<file path="src/rtl/cpu_pkg.sv">
// Shared fetch-side constants, error codes and fetch FSM state type.
package cpu_pkg;

  localparam logic [31:0] RESET_PC_DEFAULT = 32'h0000_0000;
  localparam logic [31:0] NOP_INST_DEFAULT = 32'h0000_0013;

  localparam logic [3:0] FERR_NONE     = 4'h0;
  localparam logic [3:0] FERR_MISALIGN = 4'h1;
  localparam logic [3:0] FERR_OVERFLOW = 4'h2;

  typedef enum logic [0:0] {
    FS_RUN   = 1'b0,
    FS_DRAIN = 1'b1
  } fetch_state_e;

  // Instruction fetches are word aligned; low address bits are dropped.
  function automatic logic [31:0] word_align(input logic [31:0] addr);
    return addr & 32'hFFFF_FFFC;
  endfunction

endpackage

</file>
<file path="src/rtl/fetch_fifo.sv">
// Small synchronous FIFO with flush; head entry is visible on head_data.
module fetch_fifo #(
  parameter int unsigned WIDTH = 64,
  parameter int unsigned DEPTH = 2
) (
  input  logic                     clk,
  input  logic                     rst,
  input  logic                     flush,
  input  logic                     push,
  input  logic [WIDTH-1:0]         push_data,
  input  logic                     pop,
  output logic [WIDTH-1:0]         head_data,
  output logic                     empty,
  output logic                     full,
  output logic [$clog2(DEPTH):0]   count
);

  localparam int unsigned AW = $clog2(DEPTH);

  logic [WIDTH-1:0] mem_q [DEPTH];
  logic [WIDTH-1:0] mem_d [DEPTH];
  logic [AW-1:0]    wptr_q, wptr_d;
  logic [AW-1:0]    rptr_q, rptr_d;
  logic [AW:0]      cnt_q, cnt_d;
  logic             do_push, do_pop;

  assign empty     = (cnt_q == '0);
  assign full      = (cnt_q == (AW+1)'(DEPTH));
  assign count     = cnt_q;
  assign head_data = mem_q[rptr_q];
  assign do_pop    = pop && !empty;
  // A push into a full FIFO is accepted only when the head leaves the same cycle.
  assign do_push   = push && (!full || do_pop);

  // Next pointer/count/storage state; flush discards all entries.
  always_comb begin
    mem_d  = mem_q;
    wptr_d = wptr_q;
    rptr_d = rptr_q;
    cnt_d  = cnt_q;
    if (flush) begin
      wptr_d = '0;
      rptr_d = '0;
      cnt_d  = '0;
    end else begin
      if (do_push) begin
        mem_d[wptr_q] = push_data;
        wptr_d        = wptr_q + AW'(1);
      end
      if (do_pop) begin
        rptr_d = rptr_q + AW'(1);
      end
      cnt_d = cnt_q + (AW+1)'(do_push) - (AW+1)'(do_pop);
    end
  end

  // Pointer and count registers.
  always_ff @(posedge clk) begin
    if (rst) begin
      wptr_q <= '0;
      rptr_q <= '0;
      cnt_q  <= '0;
    end else begin
      wptr_q <= wptr_d;
      rptr_q <= rptr_d;
      cnt_q  <= cnt_d;
    end
  end

  // Storage needs no reset; validity is tracked by the count.
  always_ff @(posedge clk) begin
    mem_q <= mem_d;
  end

endmodule

</file>
<file path="src/rtl/if_fetch_unit.sv">
// Instruction-fetch front end: owns the fetch PC, issues credit-limited
// requests, buffers in-order responses with their PCs and handles redirects.
//
// state    | meaning
// FS_RUN   | normal fetch: issue requests, buffer responses
// FS_DRAIN | after a redirect: discard drop_cnt stale responses, no requests
module if_fetch_unit
  import cpu_pkg::*;
#(
  parameter logic [31:0] RESET_PC  = RESET_PC_DEFAULT,
  parameter int unsigned BUF_DEPTH = 2,
  parameter logic [31:0] NOP_INST  = NOP_INST_DEFAULT
) (
  input  logic        clk,
  input  logic        rst,
  input  logic        pc_wen,
  input  logic        redirect_valid,
  input  logic [31:0] redirect_pc,
  output logic        imem_req_valid,
  input  logic        imem_req_ready,
  output logic [31:0] imem_req_addr,
  input  logic        imem_resp_valid,
  input  logic [31:0] imem_resp_data,
  output logic        if_valid,
  output logic [31:0] if_pc,
  output logic [31:0] if_is,
  output logic [3:0]  fetch_err
);

  localparam int unsigned CW = $clog2(BUF_DEPTH) + 1;

  fetch_state_e  state_q, state_d;
  logic [31:0]   fpc_q, fpc_d;
  logic [31:0]   last_pc_q, last_pc_d;
  logic [CW-1:0] out_q, out_d;
  logic [CW-1:0] drop_q, drop_d;
  logic [3:0]    err_q, err_d;

  logic [CW:0]   credit_use;
  logic [CW:0]   in_flight;
  logic          req_fire, resp_ok, resp_bad, run_no_redir;

  logic          buf_push, buf_pop, buf_empty, buf_full;
  logic [63:0]   buf_head;
  logic [CW-1:0] buf_count;
  logic          pcq_push, pcq_pop, pcq_empty, pcq_full;
  logic [31:0]   pcq_head;
  logic [CW-1:0] pcq_count;
  logic          unused_fifo;

  assign credit_use = {1'b0, out_q} + {1'b0, buf_count};
  assign in_flight  = {1'b0, out_q} + {1'b0, drop_q};

  // Requests are held off while in reset so nothing is accepted that reset would orphan.
  assign imem_req_valid = !rst && (state_q == FS_RUN) && !redirect_valid
                          && (credit_use < (CW+1)'(BUF_DEPTH));
  assign imem_req_addr  = fpc_q;
  assign req_fire       = imem_req_valid && imem_req_ready;
  assign resp_ok        = imem_resp_valid && (in_flight != '0);
  assign resp_bad       = imem_resp_valid && (in_flight == '0);
  assign run_no_redir   = !redirect_valid && (state_q == FS_RUN);

  assign pcq_push = !redirect_valid && req_fire;
  assign pcq_pop  = run_no_redir && resp_ok;
  assign buf_push = run_no_redir && resp_ok;
  assign buf_pop  = !redirect_valid && if_valid && pc_wen;

  assign if_valid  = !buf_empty;
  assign if_pc     = buf_empty ? last_pc_q : buf_head[63:32];
  assign if_is     = buf_empty ? NOP_INST : buf_head[31:0];
  assign fetch_err = err_q;

  assign unused_fifo = ^{buf_full, pcq_empty, pcq_full, pcq_count};

  fetch_fifo #(.WIDTH(64), .DEPTH(BUF_DEPTH)) u_inst_buf (
    .clk       (clk),
    .rst       (rst),
    .flush     (redirect_valid),
    .push      (buf_push),
    .push_data ({pcq_head, imem_resp_data}),
    .pop       (buf_pop),
    .head_data (buf_head),
    .empty     (buf_empty),
    .full      (buf_full),
    .count     (buf_count)
  );

  fetch_fifo #(.WIDTH(32), .DEPTH(BUF_DEPTH)) u_pc_queue (
    .clk       (clk),
    .rst       (rst),
    .flush     (redirect_valid),
    .push      (pcq_push),
    .push_data (fpc_q),
    .pop       (pcq_pop),
    .head_data (pcq_head),
    .empty     (pcq_empty),
    .full      (pcq_full),
    .count     (pcq_count)
  );

  // Fetch PC, credit counters, drain tracking and sticky error update.
  always_comb begin
    state_d   = state_q;
    fpc_d     = fpc_q;
    out_d     = out_q;
    drop_d    = drop_q;
    err_d     = err_q;
    last_pc_d = buf_empty ? last_pc_q : buf_head[63:32];

    // First error wins; a misaligned redirect outranks a same-cycle overflow.
    if (err_q == FERR_NONE) begin
      if (redirect_valid && (redirect_pc[1:0] != 2'b00)) begin
        err_d = FERR_MISALIGN;
      end else if (resp_bad) begin
        err_d = FERR_OVERFLOW;
      end
    end

    if (redirect_valid) begin
      fpc_d   = word_align(redirect_pc);
      out_d   = '0;
      // Everything still in flight after this edge belongs to the old path.
      drop_d  = CW'(in_flight + (CW+1)'(req_fire) - (CW+1)'(resp_ok));
      state_d = (drop_d != '0) ? FS_DRAIN : FS_RUN;
    end else if (state_q == FS_RUN) begin
      if (req_fire) begin
        fpc_d = fpc_q + 32'd4;
      end
      out_d = out_q + CW'(req_fire) - CW'(resp_ok);
    end else begin
      if (resp_ok) begin
        drop_d = drop_q - CW'(1);
      end
      if (drop_d == '0) begin
        state_d = FS_RUN;
      end
    end
  end

  // State registers with synchronous reset.
  always_ff @(posedge clk) begin
    if (rst) begin
      state_q   <= FS_RUN;
      fpc_q     <= RESET_PC;
      last_pc_q <= RESET_PC;
      out_q     <= '0;
      drop_q    <= '0;
      err_q     <= FERR_NONE;
    end else begin
      state_q   <= state_d;
      fpc_q     <= fpc_d;
      last_pc_q <= last_pc_d;
      out_q     <= out_d;
      drop_q    <= drop_d;
      err_q     <= err_d;
    end
  end

endmodule
</file>
<file path="config.mk">
export PLATFORM = sky130hd
export DESIGN_NAME = if_fetch_unit
export DESIGN_NICKNAME = d
export VERILOG_FILES = /design/src/rtl/cpu_pkg.sv /design/src/rtl/fetch_fifo.sv /design/src/rtl/if_fetch_unit.sv
export SDC_FILE = /design/constraint.sdc
export NUM_CORES = 1
export LEC_CHECK = 0
export CORE_UTILIZATION = 58
export CTS_BUF_LIST = sky130_fd_sc_hd__clkbuf_16
export DETAILED_ROUTE_END_ITERATION = 10
export MAX_ROUTING_LAYER = met4
export PLACE_DENSITY = 0.86
export SYNTH_ARGS = -nofsm -noshare
export SYNTH_HDL_FRONTEND = slang
export SYNTH_SLANG_ARGS = --single-unit
export TNS_END_PERCENT = 10
</file>
<file path="constraint.sdc">
create_clock -name clk -period 10.8 [get_ports clk]
set_input_delay 2.16 -clock clk [delete_from_list [all_inputs] [get_ports clk]]
set_output_delay 2.16 -clock clk [all_outputs]
set_load 0.005 [all_outputs]
</file>
==> flow_metrics.tcl, run 1 <==
set metrics [dict create \
    synth_top_area_share_pct 52.0 \
    antenna_left 0 \
    outcome "completed" \
    instances_no_fill 1217 \
    hp-class "reg2reg" \
    powerDensity_nw_per_um2 173 \
    clock_latency_ns 0.52 \
    fp.dieH_um 137 \
    die_w_um 137 \
    slew_headroom_pct 33.7 \
    period_share_pct 57.1 \
    cp_max_fo 32 \
    period_needed_ns 6.17 \
    clock_skew_ns 0.00650 \
    maxCapViolations 0 \
    fin_setup_tns_ns 0 \
    synth_top_area_cell "edfxtp_1" \
    drtIter0Drc 663 \
    synthesis.area_sq_um 10600 \
    dp.final_hpwl_mm 14.7 \
    drc 0 \
    setup_violations 0 \
    dominantRegCellSynth "edfxtp_1" \
    synth_edf_count 184 \
    initial_core_util_pct 59.1 \
    nNetsFinal 1049 \
    grt_pass1_vias 6781 \
    fmax_mhz 162 \
    place_ws_ns 4.67 \
    area_delta_synth_final_pct 25.5 \
    irDropWorstVdd_mv 0.127 \
    synth_commonest_cells "edfxtp_1 (184), dfxtp_1 (77), nor2_1 (68)" \
    cts_buffer_depth 3 \
    clkSlewWorstSetupHoldPaths_ns 0.06 \
    die_area_sq_um 18900 \
    dr_total_vias 7148 \
    setup.worst_path.end_class "primary output" \
    grt_use_total_pct 25.3 \
    finalWorstSetupSlack_ns 4.63 \
    synth-seq-cells 261 \
    hold_violations 0 \
    routed_via_density 5.87 \
    firstDrtPassIters 7 \
    overflow 0 \
    design_area_sq_um 13300 \
    drt_wl_total_mm 23.7 \
    hold_buffers 0 \
    required_ns 8.64 \
    synthArstFlopShare_pct 0 \
    antenna_found_initial 0 \
    ios 172 \
    dp_cells 1170 \
    synth_area_leaders "edfxtp_1 (52%), dfxtp_1 (15%), mux2i_1 (5.9%)" \
    post_drt_wl_per_cell_um 19.5 \
    r2r_slack_ns 7.47 \
    gp_congestion 0.902 \
    placed_cell_area_sq_um 12500 \
    cts_resized 0 \
    critPathArrivalTime_ns 4.01 \
    cts_sinks 261 \
    synth_cells 808 \
    path_class "in2out" \
    portBuffers 167 \
    synth-seq-area-share_pct 66.5 \
    start_kind "input pin" \
    antenna_cells 0 \
    synth_most_common_cell "edfxtp_1" \
    grt_pass1_wl_mm 35.4 \
    core-area_sq_um 18000 \
    yosysWarnings 0 \
    layout-drive-gt1-share_pct 9.11 \
    postCtsSetupRepairBufs 0 \
    htreeDepth 1 \
    cts_tree "yes" \
    grt_max_degree 93 \
    worst_pin_slew_ns 0.987 \
    maxSlewViolCount 0 \
    root_buffer "clkbuf_16" \
    num_rows 49 \
    leakagePower_nw 4.36 \
    rsz0062_at_grt "no" \
    numCtsBuffers 26 \
    ys_types 55 \
    syn_avg_cell_area_sq_um 13.1 \
]
## kinds of logic (layout without fill, tap and decap cells)
family | count (synthesis) | count (layout) | synth area share [%]
compound gates | 97 | 97 | 6.04
xor+xnor | 18 | 18 | 1.48
fa+ha+maj | 10 | 10 | 1.32
buf+inv | 66 | 243 | 2.63
flops | 261 | 261 | 66.5
mux | 93 | 93 | 9.12
other cells | 1 | 4 | 0.0353
simple gates | 262 | 262 | 12.8
## layout make-up
cell class	count	area, sq um
Tap cell	229	287
Inverter	18	67.6
Timing Repair Buffer	178	1750
Fill cell	1115	4640
Clock inverter	20	165
Clock buffer	27	676
Sequential cell	261	7070
Multi-Input combinational cell	484	3310
## where the power goes
group	switching (mW)	leakage (nW)	internal, mW
Sequential	0.0382	2.31	1.13
Clock	0.361	0.429	0.521
Combinational	0.127	1.62	0.123
Total	0.526	4.36	1.78
## worst paths after layout
check	startpoint	to	cells after the start
worst max-delay path	redirect_valid	imem_req_valid	5
worst min-delay path	fetch_err[1]	fetch_err[1]	2
worst max register to register	u_inst_buf.count[0]	imem_req_addr[17]	6
worst min register to register	fetch_err[1]	fetch_err[1]	2
## sequential cells by signal, indices dropped and copies added (netlist names)
register and count:
fetch_err 2, state_q 1, u_pc_queue.mem_q 60, last_pc_q 32, out_q 2, u_inst_buf.count 2
u_pc_queue.wptr_q 1, u_inst_buf.wptr_q 1, drop_q 2, u_inst_buf.rptr_q 1, u_inst_buf.mem_q 124, u_pc_queue.count 2
u_pc_queue.rptr_q 1, imem_req_addr 30
## per-stage QoR
stage                     power, mW  utilization [%]  hold slack, ns
after CTS                      2.31             74.2           0.511
after global routing           2.38             74.2           0.533
after detailed placement       1.44             69.5           0.494
final                          2.31             74.2           0.515
after floorplan                1.32                -           0.483
after global placement         1.43             69.5           0.486
## placed cells by master (no fill, tap or decap), types with 4 or more instances in the layout
| master | count |
|---|---|
| edfxtp_1 | 184 |
| clkdlybuf4s50_1 | 166 |
| dfxtp_1 | 76 |
| nor2_1 | 66 |
| mux2i_1 | 63 |
| nand2_1 | 50 |
| o21ai_0 | 43 |
| nor2b_1 | 35 |
| mux2_2 | 30 |
| clkbuf_16 | 27 |
| inv_1 | 23 |
| nand3_1 | 20 |
| nand4_1 | 13 |
| a311oi_1 | 12 |
| or3_1 | 12 |
| nor3_1 | 12 |
| xnor2_1 | 11 |
| buf_4 | 11 |
| nor4_1 | 10 |
| or4_1 | 9 |
| a211oi_1 | 9 |
| ha_1 | 8 |
| clkinv_1 | 7 |
| xor2_1 | 7 |
| nor3b_1 | 6 |
| and2_1 | 5 |
| o31ai_1 | 5 |
| a21oi_1 | 5 |
| and4_1 | 5 |
| conb_1 | 4 |
## metal layers
metal / routed length (um) / track usage, % / vias to the layer above
met5: 0 / - / -
met4: 610 / 8.55 / 0
met3: 1670 / 4.12 / 70
met2: 12000 / 42.6 / 317
met1: 9430 / 31.2 / 3438
li1: - / - / 3323
## worst max-delay path, stage by stage
cell and delay [ns]:
clkdlybuf4s50_1 0.39, buf_4 0.24, or2_2 0.42, nor4_1 0.22
clkdlybuf4s50_1 0.57
Power figures use the tool's default switching activity.
==> run 2: changes to the inputs <==
- CORE_UTILIZATION: 58 -> 48
- PLACE_DENSITY: 0.86 -> 0.76
- clock period: 10.8 -> 5.3 ns (I/O delays scaled with it)
==> flow_metrics.tcl, run 2 (synthesized netlist as in run 1, its figures left out) <==
set metrics [dict create \
    htreeDepth 1 \
    drt_wl_total_mm 23.4 \
    final_util_pct 61.8 \
    p_int_mw 3.66 \
    antenna_found_initial 0 \
    outcome "completed" \
    regMostFlops "u_inst_buf.mem_q" \
    path_class "in2out" \
    p_total_mw 4.73 \
    routed_via_density 5.47 \
    post_drt_wl_per_cell_um 18.4 \
    maxCapViolations 0 \
    slew_headroom_pct 29.5 \
    clkSlewWorstSetupHoldPaths_ns 0.06 \
    area_delta_synth_final_pct 26.6 \
    irDropWorstVdd_mv 0.230 \
    nNetsFinal 1052 \
    grt_pass1_vias 6633 \
    fillers 1699 \
    num_rows 54 \
    setup.worst_path.end_class "primary output" \
    cts_resized 0 \
    die_w_um 151 \
    drc 0 \
    initial_core_util_pct 48.8 \
    die_area_sq_um 22700 \
    layout_common_cells "edfxtp_1 (184), clkdlybuf4s50_1 (166), dfxtp_1 (76)" \
    cts_sinks 261 \
    power_frac_comb_pct 10.9 \
    antenna_left 0 \
    portBuffers 167 \
    layout_commonest_cell "edfxtp_1" \
    grt_max_degree 60 \
    layout-drive-gt1-share_pct 9.48 \
    firstDrtPassIters 5 \
    power.switching_mw 1.07 \
    cts_buffer_depth 3 \
    finalWorstSetupSlack_ns 1.23 \
    dp.final_hpwl_mm 15.4 \
    power_switching_share_pct 22.6 \
    grt_use_total_pct 20.9 \
    period_needed_ns 4.07 \
    root_buffer "clkbuf_16" \
    cts_tree "yes" \
    period_share_pct 76.8 \
    clock_latency_ns 0.52 \
    setup_violations 0 \
    seq_power_share_pct 50.4 \
    numCtsBuffers 26 \
    fin_setup_tns_ns 0 \
    drtIter0Drc 502 \
    hold_buffers 0 \
    place_ws_ns 1.25 \
    largest_reg_flops 124 \
    fp.dieH_um 151 \
    leakagePower_nw 4.40 \
    powerDensity_nw_per_um2 352 \
    antenna_cells 0 \
    cp_max_fo 28 \
    critPathArrivalTime_ns 3.01 \
    clock_skew_ns 0.0121 \
    top_regs "u_inst_buf.mem_q x124, u_pc_queue.mem_q x60, last_pc_q x32" \
    rsz0062_at_grt "no" \
    grt_pass1_wl_mm 35.5 \
    core-area_sq_um 21800 \
    postCtsSetupRepairBufs 0 \
    fmax_mhz 246 \
    power.share.clock_pct 38.6 \
    ios 172 \
    required_ns 4.24 \
    worst_pin_slew_ns 1.05 \
    overflow 0 \
    hold_violations 0 \
    maxSlewViolCount 0 \
    gp_congestion 0.867 \
    start_kind "input pin" \
    hp-class "reg2reg" \
    dr_total_vias 6964 \
]
run 2: cell types whose count changed in the layout (fill, tap and decap cells not counted):
cell / previous run / this run
buf_12: 0 / 1
inv_6: 0 / 1
inv_1: 23 / 24
clkinv_1: 7 / 6
clkinv_2: 3 / 4
clkinvlp_4: 2 / 0
buf_4: 11 / 13
clkbuf_16: 27 / 28
run 2: layout make-up:
| cell class | instances | area (sq um) | area share, % |
|---|---|---|---|
| clock inverters | 20 | 164 | 1.22 |
| multi-input cells | 484 | 3310 | 24.6 |
| repair buffers | 181 | 1780 | 13.3 |
| inverters | 18 | 67.6 | 0.502 |
| well taps | 280 | 350 | 2.61 |
| clock buffers | 28 | 701 | 5.21 |
| flip-flops and latches | 261 | 7070 | 52.6 |
run 2: worst max-delay path: stages:
cell	delay, ns
clkdlybuf4s50_1	0.50
buf_4	0.28
or2_2	0.42
nor4_1	0.19
clkdlybuf4s50_1	0.54
run 2: worst paths after layout:
path                        from  depth (start not counted)                   to  slack (ns)
min                 fetch_err[1]                          2         fetch_err[1]        0.50
min reg2reg         fetch_err[1]                          2         fetch_err[1]        0.50
max               redirect_valid                          5       imem_req_valid        1.23
max reg2reg  u_inst_buf.count[0]                          6  u_pc_queue.mem_q[9]        1.95
run 2: power by group through the flow:
stage | combinational [mW] | sequential (mW) | clock (mW)
6_report | 0.516 | 2.39 | 1.83
5_1_grt | 0.565 | 2.40 | 1.94
4_1_cts | 0.522 | 2.39 | 1.86
3_5_place_dp | 0.519 | 2.43 | 0
3_3_place_gp | 0.507 | 2.42 | 0
2_1_floorplan | 0.276 | 2.41 | 0
run 2: layer usage:
| layer | track usage, % | vias to the layer above | wire length [um] | share of wire, % |
|---|---|---|---|---|
| met3 | 3.55 | 41 | 1310 | 5.6 |
| met2 | 33.1 | 218 | 11400 | 49 |
| met1 | 27.2 | 3363 | 10100 | 43 |
| li1 | - | 3342 | - | - |
| met4 | 7.45 | 0 | 543 | 2.3 |
| met5 | - | - | 0 | 0 |
run 2: metrics by stage:
| stage | cells | instance area [sq um] | hold slack (ns) |
|---|---|---|---|
| 4_1_cts | 1272 | 13400 | 0.511 |
| 6_report | 1272 | 13400 | 0.504 |
| 3_3_place_gp | 1224 | 12600 | 0.482 |
| 2_1_floorplan | 811 | 10600 | 0.483 |
| 5_1_grt | 1272 | 13400 | 0.548 |
| 3_5_place_dp | 1224 | 12600 | 0.485 |
